### src/rtl/cpu_types.sv
// Shared CPU types: reservation-station tags, the CDB bundle and
// the CDB source index used by the result-bus arbiter.
package cpu_types;

    localparam int RS_TAG_W = 5;

    typedef logic [RS_TAG_W-1:0] RS_tag_type;

    // Tag 0 never names a reservation station, so it marks "no result".
    localparam RS_tag_type INVALID = '0;

    typedef struct packed {
        RS_tag_type  tag;
        logic [31:0] data;
    } cdb_t;

    localparam cdb_t CDB_IDLE = '{tag: INVALID, data: 32'h0};

    localparam int NUM_CDB_SRC = 4;
    localparam int CDB_SRC_W   = (NUM_CDB_SRC > 1) ? $clog2(NUM_CDB_SRC) : 1;

    typedef logic [CDB_SRC_W-1:0] cdb_src_idx_t;

    // Successor of a source index with wrap-around over n sources.
    function automatic cdb_src_idx_t next_src(input cdb_src_idx_t i,
                                              input int n);
        if (int'(i) == n - 1)
            return '0;
        return i + 1'b1;
    endfunction

endpackage

### src/rtl/cdb_result_fifo.sv
// Per-unit result buffer feeding the CDB arbiter: a small FIFO of
// (tag, data) pairs with occupancy count and synchronous squash.
module cdb_result_fifo
    import cpu_types::*;
#(
    parameter int BUF_DEPTH = 2
) (
    input  logic        CLK,
    input  logic        RST,
    input  logic        flush,
    input  logic        push,
    input  RS_tag_type  tag_in,
    input  logic [31:0] data_in,
    input  logic        pop,
    output RS_tag_type  head_tag,
    output logic [31:0] head_data,
    output logic        empty,
    output logic        full
);

    localparam int PTR_W = (BUF_DEPTH > 1) ? $clog2(BUF_DEPTH) : 1;
    localparam int CNT_W = $clog2(BUF_DEPTH) + 1;

    logic [PTR_W-1:0] wr_ptr;
    logic [PTR_W-1:0] rd_ptr;
    logic [CNT_W-1:0] count;

    RS_tag_type  tag_mem  [BUF_DEPTH];
    logic [31:0] data_mem [BUF_DEPTH];

    logic do_push;
    logic do_pop;

    // Power-of-two depth wraps naturally; a single entry stays at 0.
    function automatic logic [PTR_W-1:0] ptr_inc(input logic [PTR_W-1:0] p);
        if (BUF_DEPTH == 1)
            return '0;
        return p + 1'b1;
    endfunction

    assign empty = (count == '0);
    assign full  = (count == CNT_W'(BUF_DEPTH));

    assign do_push = push && !full;
    assign do_pop  = pop && !empty;

    assign head_tag  = tag_mem[rd_ptr];
    assign head_data = data_mem[rd_ptr];

    // Pointer and occupancy bookkeeping; squash empties the buffer.
    always_ff @(posedge CLK or posedge RST) begin
        if (RST) begin
            wr_ptr <= '0;
            rd_ptr <= '0;
            count  <= '0;
        end else if (flush) begin
            wr_ptr <= '0;
            rd_ptr <= '0;
            count  <= '0;
        end else begin
            if (do_push)
                wr_ptr <= ptr_inc(wr_ptr);
            if (do_pop)
                rd_ptr <= ptr_inc(rd_ptr);
            case ({do_push, do_pop})
                2'b10:   count <= count + 1'b1;
                2'b01:   count <= count - 1'b1;
                default: count <= count;
            endcase
        end
    end

    // Entry storage; contents are meaningless while empty.
    always_ff @(posedge CLK) begin
        if (do_push && !flush) begin
            tag_mem[wr_ptr]  <= tag_in;
            data_mem[wr_ptr] <= data_in;
        end
    end

endmodule

### src/rtl/cdb_arbiter.sv
// CDB transmit side: buffers unit results, round-robin grants one per
// cycle into a registered broadcast. CDB_PERF_EN adds stall_cycles.
module cdb_arbiter
    import cpu_types::*;
#(
    parameter int NUM_FU    = NUM_CDB_SRC,
    parameter int BUF_DEPTH = 2
) (
    input  logic                   CLK,
    input  logic                   RST,
    input  logic                   flush,
    input  logic [NUM_FU-1:0]      fu_valid,
    input  RS_tag_type [NUM_FU-1:0] fu_tag,
    input  logic [NUM_FU-1:0][31:0] fu_data,
    output logic [NUM_FU-1:0]      fu_ready,
    output cdb_t                   cdb_out,
`ifdef CDB_PERF_EN
    output logic                   cdb_valid,
    output logic [31:0]            stall_cycles
`else
    output logic                   cdb_valid
`endif
);

    logic [NUM_FU-1:0] empty;
    logic [NUM_FU-1:0] full;
    logic [NUM_FU-1:0] push;
    logic [NUM_FU-1:0] grant;

    RS_tag_type [NUM_FU-1:0]  head_tag;
    logic [NUM_FU-1:0][31:0] head_data;

    cdb_src_idx_t rr_ptr;
    cdb_src_idx_t winner;
    cdb_src_idx_t idx;
    logic         found;

    // Readiness comes from buffer state alone, never from fu_valid.
    assign fu_ready = ~full;

    // An INVALID tag completes the handshake but is not stored.
    always_comb begin
        push = '0;
        for (int i = 0; i < NUM_FU; i++)
            push[i] = fu_valid[i] && fu_ready[i] &&
                      (fu_tag[i] != INVALID) && !flush;
    end

    for (genvar g = 0; g < NUM_FU; g++) begin : g_fifo
        cdb_result_fifo #(
            .BUF_DEPTH (BUF_DEPTH)
        ) u_fifo (
            .CLK       (CLK),
            .RST       (RST),
            .flush     (flush),
            .push      (push[g]),
            .tag_in    (fu_tag[g]),
            .data_in   (fu_data[g]),
            .pop       (grant[g]),
            .head_tag  (head_tag[g]),
            .head_data (head_data[g]),
            .empty     (empty[g]),
            .full      (full[g])
        );
    end

    // Round-robin search from rr_ptr upward for the first non-empty buffer.
    always_comb begin
        grant  = '0;
        winner = rr_ptr;
        idx    = rr_ptr;
        found  = 1'b0;
        for (int k = 0; k < NUM_FU; k++) begin
            idx = cdb_src_idx_t'((int'(rr_ptr) + k) % NUM_FU);
            if (!found && !empty[idx]) begin
                found  = 1'b1;
                winner = idx;
            end
        end
        if (found && !flush)
            grant[winner] = 1'b1;
    end

    // Broadcast register and round-robin pointer; squash keeps rr_ptr.
    always_ff @(posedge CLK or posedge RST) begin
        if (RST) begin
            cdb_out   <= CDB_IDLE;
            cdb_valid <= 1'b0;
            rr_ptr    <= '0;
        end else if (flush) begin
            cdb_out   <= CDB_IDLE;
            cdb_valid <= 1'b0;
        end else if (found) begin
            cdb_out   <= '{tag: head_tag[winner], data: head_data[winner]};
            cdb_valid <= 1'b1;
            rr_ptr    <= next_src(winner, NUM_FU);
        end else begin
            cdb_out   <= CDB_IDLE;
            cdb_valid <= 1'b0;
        end
    end

`ifdef CDB_PERF_EN
    // Counts edges where some unit is blocked by a full buffer; saturates.
    always_ff @(posedge CLK or posedge RST) begin
        if (RST)
            stall_cycles <= '0;
        else if (|(fu_valid & ~fu_ready) && stall_cycles != 32'hFFFF_FFFF)
            stall_cycles <= stall_cycles + 32'd1;
    end
`endif

endmodule

### config.mk
export PLATFORM = sky130hd
export DESIGN_NAME = cdb_arbiter
export DESIGN_NICKNAME = d
export VERILOG_FILES = /design/src/rtl/cpu_types.sv /design/src/rtl/cdb_result_fifo.sv /design/src/rtl/cdb_arbiter.sv
export SDC_FILE = /design/constraint.sdc
export NUM_CORES = 1
export LEC_CHECK = 0
export ABC_AREA = 1
export BUFFER_PORTS_ARGS = -buffer_cell sky130_fd_sc_hd__buf_2
export CAP_MARGIN = 20
export CORE_MARGIN = 4
export CORE_UTILIZATION = 57
export DETAILED_ROUTE_END_ITERATION = 8
export GPL_TIMING_DRIVEN = 0
export PLACE_DENSITY_LB_ADDON = 0.15
export SLEW_MARGIN = 20
export SYNTH_ARGS = -nofsm -noshare
export SYNTH_HDL_FRONTEND = slang
export SYNTH_SLANG_ARGS = --single-unit
### constraint.sdc
create_clock -name CLK -period 3.1 [get_ports CLK]
set_input_delay 0.31 -clock CLK [delete_from_list [all_inputs] [get_ports CLK]]
set_output_delay 0.31 -clock CLK [all_outputs]
set_load 0.02 [all_outputs]
Word-level counts from Yosys, hierarchy flattened. Memories as Yosys holds them, arrays and structs flattened. Cells that the tools add are included. Widths: inputs -> output; s select.

Bits in writable memories: 296. Memories: 8. Logic and storage cells: 192. Register bits: 56. Output and inout bits: 42. Input bits: 155.

Reduce and logical (&&, ||, !) cells: 64. Mux-type cells: 63. $lt $le $gt $ge: 6. Equal/unequal tests: 13. Bitwise operators: 2. Add/sub/neg operators: 20.

Memories: g_fifo[0].u_fifo.data_mem (depth 2, bits a word 32, read ports 1, clocked after Yosys merged registers in 0, wr ports 1, line cdb_result_fifo.sv:29) `logic [31:0] data_mem [BUF_DEPTH];`; g_fifo[1].u_fifo.data_mem (depth 2, bits a word 32, read ports 1, clocked after Yosys merged registers in 0, wr ports 1, line cdb_result_fifo.sv:29); g_fifo[2].u_fifo.data_mem (depth 2, bits a word 32, read ports 1, clocked after Yosys merged registers in 0, wr ports 1, line cdb_result_fifo.sv:29); g_fifo[3].u_fifo.data_mem (depth 2, bits a word 32, read ports 1, clocked after Yosys merged registers in 0, wr ports 1, line cdb_result_fifo.sv:29); g_fifo[0].u_fifo.tag_mem (depth 2, bits a word 5, read ports 1, clocked after Yosys merged registers in 0, wr ports 1, line cdb_result_fifo.sv:28) `RS_tag_type tag_mem [BUF_DEPTH];`; g_fifo[1].u_fifo.tag_mem (depth 2, bits a word 5, read ports 1, clocked after Yosys merged registers in 0, wr ports 1, line cdb_result_fifo.sv:28); +2 memories.

Operators with widths (number): $mux 37 (2); $bmux 32 s2 (1); $mux 1 (38); $mux 32 (1); $logic_and 1x1->1 (29); $reduce_bool 5->1 (4); $mux 2 (9); $eq 2x2->1 const B (8); $pmux 2 s2 (4); $reduce_bool 2->1 (8); $lt 2x3->1 const B (5); $logic_not 1->1 (14); $add 2x1->2 const B (6); $reduce_bool 3->1 (4); $bmux 5 s2 (1); $eq 2x1->1 const B (5); $add 1x1->1 const B (8); $bmux 1 s2 (4); $logic_not 2->1 (4); $sub 2x1->2 const B (4); $mux 5 (1); $add 2x2->2 const B (2); $mux 4 (1); $not 4->4 (1); 4 further kinds (4).

Depth between registers and ports, before layout. Gate-level depths: netlist of run 1.

Word-level depth: 21. Depth in mapped cells: 21. Depth with buffers taken out: 18.

By module. A second synthesis of run 1 with hierarchy kept.

Cells, all modules: 1202. Area, all modules: 15188.3 um^2.

Modules (own cells, without submodules): cdb_result_fifo (instances 4, area an instance 2945.3 um^2, cells an instance 152, seq. area each 2322.2 um^2); cdb_arbiter (instances 1, area an instance 3407.0 um^2, cells an instance 594, seq. area each 1001.0 um^2).

Least setup slack after synthesis of run 1. Ideal clock, no wire load.

Path type: input -> register. From: input port flush. To: memory g_fifo[1].u_fifo.data_mem[1][0] (enable). Library setup time: 0.433 ns. Stages on the path: 4. Arrival: 2.519 ns. Slack: 0.148 ns. Data required time: 2.667 ns. Buffers on the path: 1. Path through: inv_1 clkbuf_1 nand4_1 nor2_1.

Cells in the longest elaborated chain, start to end: 6.

RTL lines: start, declared (line cdb_arbiter.sv:11) `input logic flush,`; $logic_not 1->1 * (line cdb_result_fifo.sv:75, cdb_arbiter.sv:46); $logic_and 1x1->1 (line cdb_arbiter.sv:46) `(fu_tag[i] != INVALID) && !flush;`; $logic_and 1x1->1 (line cdb_result_fifo.sv:44) `assign do_push = push && !full;`; $logic_and 1x1->1 * (line cdb_result_fifo.sv:75) `if (do_push && !flush) begin`; $mux 1 * (line cdb_result_fifo.sv:75); $mux 1 (implied by the code) * (line cdb_result_fifo.sv:77) `data_mem[wr_ptr] <= data_in;`; end, declared (line cdb_result_fifo.sv:29).

Mark *: on every way between the ends. The rest lies on a longest branch, timed or not.

Worst setup path in the final report of run 1.
From: register g_fifo[3].u_fifo.count[0]. To: register g_fifo[3].u_fifo.count[0].

Cells in the longest elaborated chain, start to end: 21. Elaborated cells on any way between the ends: 47. Those cells by class: add/sub (2); order compare (2); eq/ne (3); mux (20); bitwise (1); reduce/logical (19).

RTL lines: start, declared (line cdb_result_fifo.sv:26) `logic [CNT_W-1:0] count;`; start signal, assigned (line cdb_result_fifo.sv:66) `2'b10: count <= count + 1'b1;`; start signal, assigned (line cdb_result_fifo.sv:67) `2'b01: count <= count - 1'b1;`; start signal, assigned (line cdb_result_fifo.sv:68) `default: count <= count;`; $logic_not 2->1 (line cdb_result_fifo.sv:41) `assign empty = (count == '0);`; $bmux 1 s2 (line cdb_arbiter.sv:75) `if (!found && !empty[idx]) begin`; $mux 1 (implied by the code) (line cdb_arbiter.sv:75); $logic_not 1->1 (line cdb_arbiter.sv:75); $logic_and 1x1->1 (line cdb_arbiter.sv:75); $mux 1 (line cdb_arbiter.sv:75); $logic_not 1->1 (line cdb_arbiter.sv:75); $logic_and 1x1->1 (line cdb_arbiter.sv:75); [5 not listed]; $logic_and 1x1->1 (implied by the code) (line cdb_arbiter.sv:81) `grant[winner] = 1'b1;`; $mux 1 (implied by the code) (line cdb_arbiter.sv:81); $demux 1 s2 (line cdb_arbiter.sv:81); $mux 4 (line cdb_arbiter.sv:80) `if (found && !flush)`; $logic_and 1x1->1 (line cdb_result_fifo.sv:45) `assign do_pop = pop && !empty;`; $eq 2x1->1 / $eq 2x2->1 (equally long branches) (line cdb_result_fifo.sv:65) `case ({do_push, do_pop})`; $pmux 2 s2 (line cdb_result_fifo.sv:65); $mux 2 (line cdb_result_fifo.sv:56) `end else if (flush) begin`.

Parallel ways exist; a longest one is shown, timed or not. The select of a mux whose other input is x is not followed. A chain may end at the register's enable or synchronous reset.

==> results.cfg, run 1 <==
[flow_run]
drv_cap = 0

[floorplanning]
io_pins = 197
coreArea_mm2 = 0.0245
rows = 57
start_util_pct = 58.3
die_area_mm2 = 0.0277
die_h_um = 166
die_w_um = 166

[timing]
finalHoldViolCount = 0
rsz0062_at_grt = false
fin_crit_sh_pct = 91.1
slew_viol_final = 0
final-setup-viol-count = 0
setup_tns_ns = 0
period_minus_slack_ns = 2.82
max_slew_margin_pct = 48.6
fin_skew_ns = 0.00897
worstMarginPinSlew_ns = 0.771
clock.fmax_mhz = 354

[yosys]
synth_area_mm2 = 0.0143
synthXorXnorAreaFrac_pct = 0
synth_compound_area_share_pct = 8.26
synth_seq_area_share_pct = 71.9
synthCells = 1179
synth_cell_types = 35
synthMuxAreaShare_pct = 0.0787
yosysWarnings = 0
synthSimpleGateAreaFrac_pct = 15.9
syn_area_per_cell_um2 = 12.1
synth_top_family_by_area = simple AND/OR/NAND/NOR gates
synthAdderAreaFrac_pct = 0.0875
syn_nets = 1335
ys_ff_latch = 352

[route]
via_per_inst = 5.66
vias = 10500
postRouteAntennaNets = 0
drcViolationCount = 0
drt_iter0_markers = 1154
dr.pass1.iters = 5
wire_per_inst_um = 21.2
routed_wl_mm = 39.4

[pwr]
p_leak_uw = 0.00706
combPwrFrac_pct = 47.3
power_uw = 19200
sw_frac_of_total_pct = 42.0
power_density_mw_per_mm2 = 1060
seq_power_share_pct = 31.1
cellInternalPower_uw = 11100
vdd_drop_max_mv = 0.923
p_clk_share_pct = 21.6
switchingPower_uw = 8040

[clocking]
clk_pin_slew_ns = 0.06
clockRootBuffer = clkbuf_16
cts_tree = done
cts_buffer_depth = 3
htreeDepth = 2
cts_resized = 0
clk_latency_ns = 0.51
cts_num_sinks = 352
cts_buffers = 36

[grt]
grt_usage_pct = 28.0
grtUsageMet1_pct = 37.4
grt_pass1_vias = 10600
grt_util_met3_pct = 5.12
grt_pass1_wl_mm = 59.5
top_usage_layer = met2
grt_max_degree = 56
antenna_found_initial = 1
grt.overflow.total = 0
met2_usage_pct = 46.3

[placement]
gp_congestion = 0.870
dpl.hpwl_mm = 26.6
port_buffers = 196
dp.cells = 1709

[final_layout]
syn_to_final_growth_pct = 26.0
final_cell_mix = nor2_1, edfxtp_1, buf_2
final_common_cell = nor2_1
utilization_pct = 73.4
layout.cells.non_filler = 1862
layout-drive-gt1-share_pct = 24.1
nFillCells = 1637
nets = 1667

[hold_path]
holdCritPathClass = in2reg

[setup_path]
critPathKind = reg2reg
cp.required_ns = 3.49
crit_path_start_kind = flip-flop
r2r_slack_ns = 0.28
cp.arrival_ns = 3.21
crit_path_end_kind = flip-flop
path_max_fanout = 10

[run_status]
status = completed
## what timing repair did
action / CTS / global route
setup buffers: 0 / 0
hold buffers: 83 / 5
hold endpoints to repair: 219 / 8
## critical path, stage by stage (launching register included)
cell	delay [ns]
dfrtp_1	0.40
nor2_2	0.21
nand2_1	0.12
nand3_1	0.13
nand2_2	0.10
nor2_8	0.14
nand3_4	0.10
clkinv_1	0.08
nand2_1	0.04
nand2_1	0.15
buf_2	0.31
ha_1	0.20
inv_1	0.04
nor2_1	0.14
nand2_1	0.13
nand2_1	0.11
nand3_1	0.11
nand3_1	0.10
o21ai_1	0.07
## through the flow
step                setup slack, ns  hold slack, ns  area [µm²]
floorplan                     0.148           0.409       14300
global placement              -1.44           0.497       15700
detailed placement            0.371           0.179       16000
CTS                           0.330        0.000352       18000
global route                 0.0347      0.00000555       18000
finish                        0.276         0.00442       18000
## cells in the mapped netlist (all sizes together)
cell type    n  area, µm²
or2          3       18.8
o21a         1       7.51
clkinv       1       3.75
clkbuf      38        143
nor3         4       20.0
o21ai      159        950
nand4       13       81.3
a21oi       41        216
nor2       323       1250
dfrtp       56       1400
edfxtp     296       8890
mux2         1       11.3
o21bai       1       7.51
nand3      105        548
nand2       81        364
inv         29        121
buf         26        263
ha           1       12.5
## layout make-up
| cell class | count | area (µm²) | area share (%) |
|---|---|---|---|
| flip-flops and latches | 352 | 10300 | 57.1 |
| multi-input cells | 733 | 3550 | 19.7 |
| repair buffers | 294 | 2110 | 11.7 |
| clock buffers | 53 | 1050 | 5.83 |
| plain buffers | 64 | 405 | 2.25 |
| well taps | 324 | 405 | 2.25 |
| inverters | 30 | 128 | 0.708 |
| clock inverters | 11 | 78.8 | 0.437 |
| diodes | 1 | 2.50 | 0.0139 |
## final timing paths
kind,start,endpoint,depth (start not counted)
max in group asynchronous,RST,cdb_out[18]$_DFF_PP0_,4
min in group asynchronous,RST,cdb_valid$_DFF_PP0_,3
hold / removal,fu_data[8],g_fifo[0].u_fifo.data_mem[0][8]$_DFFE_PP_,1
setup / recovery,g_fifo[3].u_fifo.count[0]$_DFFE_PP0P_,g_fifo[3].u_fifo.count[0]$_DFFE_PP0P_,18
hold reg to reg,g_fifo[2].u_fifo.count[1]$_DFFE_PP0P_,g_fifo[2].u_fifo.count[1]$_DFFE_PP0P_,2
setup reg to reg,g_fifo[3].u_fifo.count[0]$_DFFE_PP0P_,g_fifo[3].u_fifo.count[0]$_DFFE_PP0P_,18
## sequential cells by signal (all words and copies together) (netlist names)
signal	count
rr_ptr	2
g_fifo.u_fifo.rd_ptr	4
g_fifo.u_fifo.count	8
cdb_valid	1
cdb_out	37
g_fifo.u_fifo.data_mem	256
g_fifo.u_fifo.wr_ptr	4
g_fifo.u_fifo.tag_mem	40
## power by group through the flow
| stage | Clock (µW) | Sequential, µW | Combinational, µW |
|---|---|---|---|
| after detailed placement | 0 | 6040 | 8880 |
| after global placement | 0 | 6060 | 8730 |
| after floorplan | 0 | 6230 | 5460 |
| after global routing | 4360 | 6000 | 9680 |
| final | 4140 | 5960 | 9060 |
| after CTS | 4170 | 5950 | 9010 |
## per-layer routing
metal	vias up	wire, µm
met4	0	1640
met3	99	3560
met2	549	19200
li1	4802	-
met5	-	0
met1	5089	15100
## cells by family (layout without fill, tap and decap cells)
logic type      Yosys count  after routing
compound gates          202            202
fa+ha+maj                 1              1
mux                       1              1
flops                   352            352
other cells               0              1
buf+inv                  94            452
simple gates            529            529
Power figures use the tool's default switching activity.
==> run 2, diff against run 1 <==
--- a/config.mk
+++ b/config.mk
@@ -8,8 +8,9 @@
 export ABC_AREA = 1
 export BUFFER_PORTS_ARGS = -buffer_cell sky130_fd_sc_hd__buf_2
 export CAP_MARGIN = 20
+export CORE_ASPECT_RATIO = 0.75
 export CORE_MARGIN = 4
-export CORE_UTILIZATION = 57
+export CORE_UTILIZATION = 53
 export DETAILED_ROUTE_END_ITERATION = 8
 export GPL_TIMING_DRIVEN = 0
 export PLACE_DENSITY_LB_ADDON = 0.15
==> run 2 against run 1 <==
Against the previous run:
- clock-buffer cell count fell by 4
- final area rose by 2.7%
- fmax fell by 1.4%
- critical path depth fell by 1
- total power rose by 0.93%
==> results.cfg, run 2 (synthesis gave the netlist of run 1 again) <==
[run_status]
status = completed

[route]
vias = 10700
route.met3.wl_mm = 3.76
routed_wl_mm = 41.2
drt_iter0_markers = 1060
dr.pass1.iters = 5
wl_met1_mm = 17.1
wire_per_inst_um = 21.3
top_layer_used = met4
met2_length_mm = 19.2
via_per_inst = 5.55
postRouteAntennaNets = 0
drcViolationCount = 0

[final_layout]
regMostFlops = g_fifo.u_fifo.data_mem
top_regs = g_fifo.u_fifo.data_mem x256, g_fifo.u_fifo.tag_mem x40, cdb_out x37
final_common_cell = nor2_1
layout-drive-gt1-share_pct = 23.2
utilization_pct = 70.4
largest_reg_flops = 256
final_cell_mix = nor2_1, edfxtp_1, buf_2
syn_to_final_growth_pct = 29.4
nFillCells = 1862
nets = 1714
design_area_mm2 = 0.0185

[pwr]
vdd_drop_max_mv = 1.09
p_leak_uw = 0.00725
power_density_mw_per_mm2 = 1040

[floorplanning]
start_util_pct = 54.4
die_w_um = 198
die_area_mm2 = 0.0297
coreArea_mm2 = 0.0263
die_h_um = 150
io_pins = 197
rows = 51

[setup_path]
cp.required_ns = 3.50
reg2reg_to = g_fifo[3].u_fifo.count[0]$_DFFE_PP0P_
critPathKind = reg2reg
cp_top_family = simple AND/OR/NAND/NOR gates
cpPeakStageDelay_ns = 0.40
crit_cells = 17
critPathCapture = g_fifo[3].u_fifo.count[0]$_DFFE_PP0P_
timing.rr.start = g_fifo[3].u_fifo.count[0]$_DFFE_PP0P_
path_max_fanout = 10
critPathBufInv = 4
slowest_stage = dfrtp_1
crit_start = g_fifo[3].u_fifo.count[0]$_DFFE_PP0P_
crit_path_end_kind = flip-flop
cpMostUsedCell = nand2_1
reg2reg_depth = 17
crit_path_start_kind = flip-flop
cp_cell_sequence = nor2_2, nand2_1, nand3_1, nand2_1, inv_1, nand4_1, nand2_4, buf_6, buf_6, ha_1, inv_1, nor2_1, nand2_1, nand2_1, nand3_1, nand3_1, o21ai_1
cp.arrival_ns = 3.26
r2r_slack_ns = 0.24

[clocking]
clk_latency_ns = 0.53
cts_num_sinks = 352
cts_setup_buffers = 0
clockRootBuffer = clkbuf_16
cts_buffers = 35
clk_pin_slew_ns = 0.06
htreeDepth = 2
cts_buffer_depth = 3
cts_tree = done

[placement]
dpl.hpwl_mm = 27.6
place_area_mm2 = 0.0160
post-place-ws_ns = 0.149
gp_congestion = 0.884
port_buffers = 196

[timing]
finalHoldViolCount = 0
max_slew_margin_pct = 45.9
fin_crit_sh_pct = 92.4
slew_viol_final = 0
layout_setup_ws_ns = 0.236
fin_skew_ns = 0.0176
clock.fmax_mhz = 349
final-setup-viol-count = 0
worstMarginPinSlew_ns = 0.809
period_minus_slack_ns = 2.86
rsz0062_at_grt = false

[grt]
grt_pass1_wl_mm = 61.5
grt.overflow.total = 0
grt_pass1_vias = 10600
antenna_found_initial = 2
grt_max_degree = 55
grt_usage_pct = 27.7

[hold_path]
holdCritPathClass = in2reg

[flow_run]
drv_cap = 0
## run 2: cell count changes in the layout (fill, tap and decap cells not counted), moves of 2 or more
cell           before  now
dlygate4sd3_1      88  137
buf_16              7    5
clkbuf_1           47   49
bufinv_16           1    3
clkbuf_8            6    2
## run 2: layer usage
layer	vias up	GRT usage, %
met5	-	0
met2	547	44.0
met3	68	5.68
li1	4905	-
met4	0	7.95
met1	5198	39.5
## run 2: layout make-up
type / count / area [µm²] / share of cell area [%]
Antenna cell: 2 / 5.00 / 0.0270
Buffer: 64 / 408 / 2.20
Clock buffer: 49 / 970 / 5.24
Clock inverter: 15 / 165 / 0.892
Inverter: 30 / 128 / 0.689
Multi-Input combinational cell: 733 / 3550 / 19.2
Sequential cell: 352 / 10300 / 55.6
Tap cell: 344 / 430 / 2.33
Timing Repair Buffer: 342 / 2570 / 13.9
## run 2: report_power, final
group          internal (µW)  switching [µW]  leakage, µW
clock network           2450            1780     0.000555
logic                   2980            6170      0.00326
registers               5750             208      0.00343
total                  11200            8150      0.00725
## run 2: what timing repair did
| item | CTS | global route |
|---|---|---|
| hold buffers | 135 | 2 |
| endpoints found under the setup margin | 0 | 1 |
| gates resized for setup | 0 | 1 |
| endpoints found under the hold margin | 324 | 2 |
## run 2: worst min-delay path by stage
stage	startpoint	endpoint	depth (start not counted)
detailed placement	RST	cdb_valid$_DFF_PP0_	2
global placement	fu_data[77]	g_fifo[2].u_fifo.data_mem[0][13]$_DFFE_PP_	1
floorplan	fu_data[0]	g_fifo[0].u_fifo.data_mem[0][0]$_DFFE_PP_	0
CTS	fu_data[5]	g_fifo[0].u_fifo.data_mem[1][5]$_DFFE_PP_	1
finish	fu_tag[2]	g_fifo[0].u_fifo.tag_mem[0][2]$_DFFE_PP_	1
global route	fu_tag[2]	g_fifo[0].u_fifo.tag_mem[0][2]$_DFFE_PP_	1
## run 2: through the flow
step                      TNS [ns]  instances  power, µW  hold WS, ns
final                            0       1931      19300      0.00932
after global routing             0       1930      20300      0.00408
after CTS                        0       1927      19300     0.000508
after detailed placement         0       1728      14900        0.196
after global placement     -347.86       1719      14800        0.497
after floorplan                  0       1179      11700        0.409
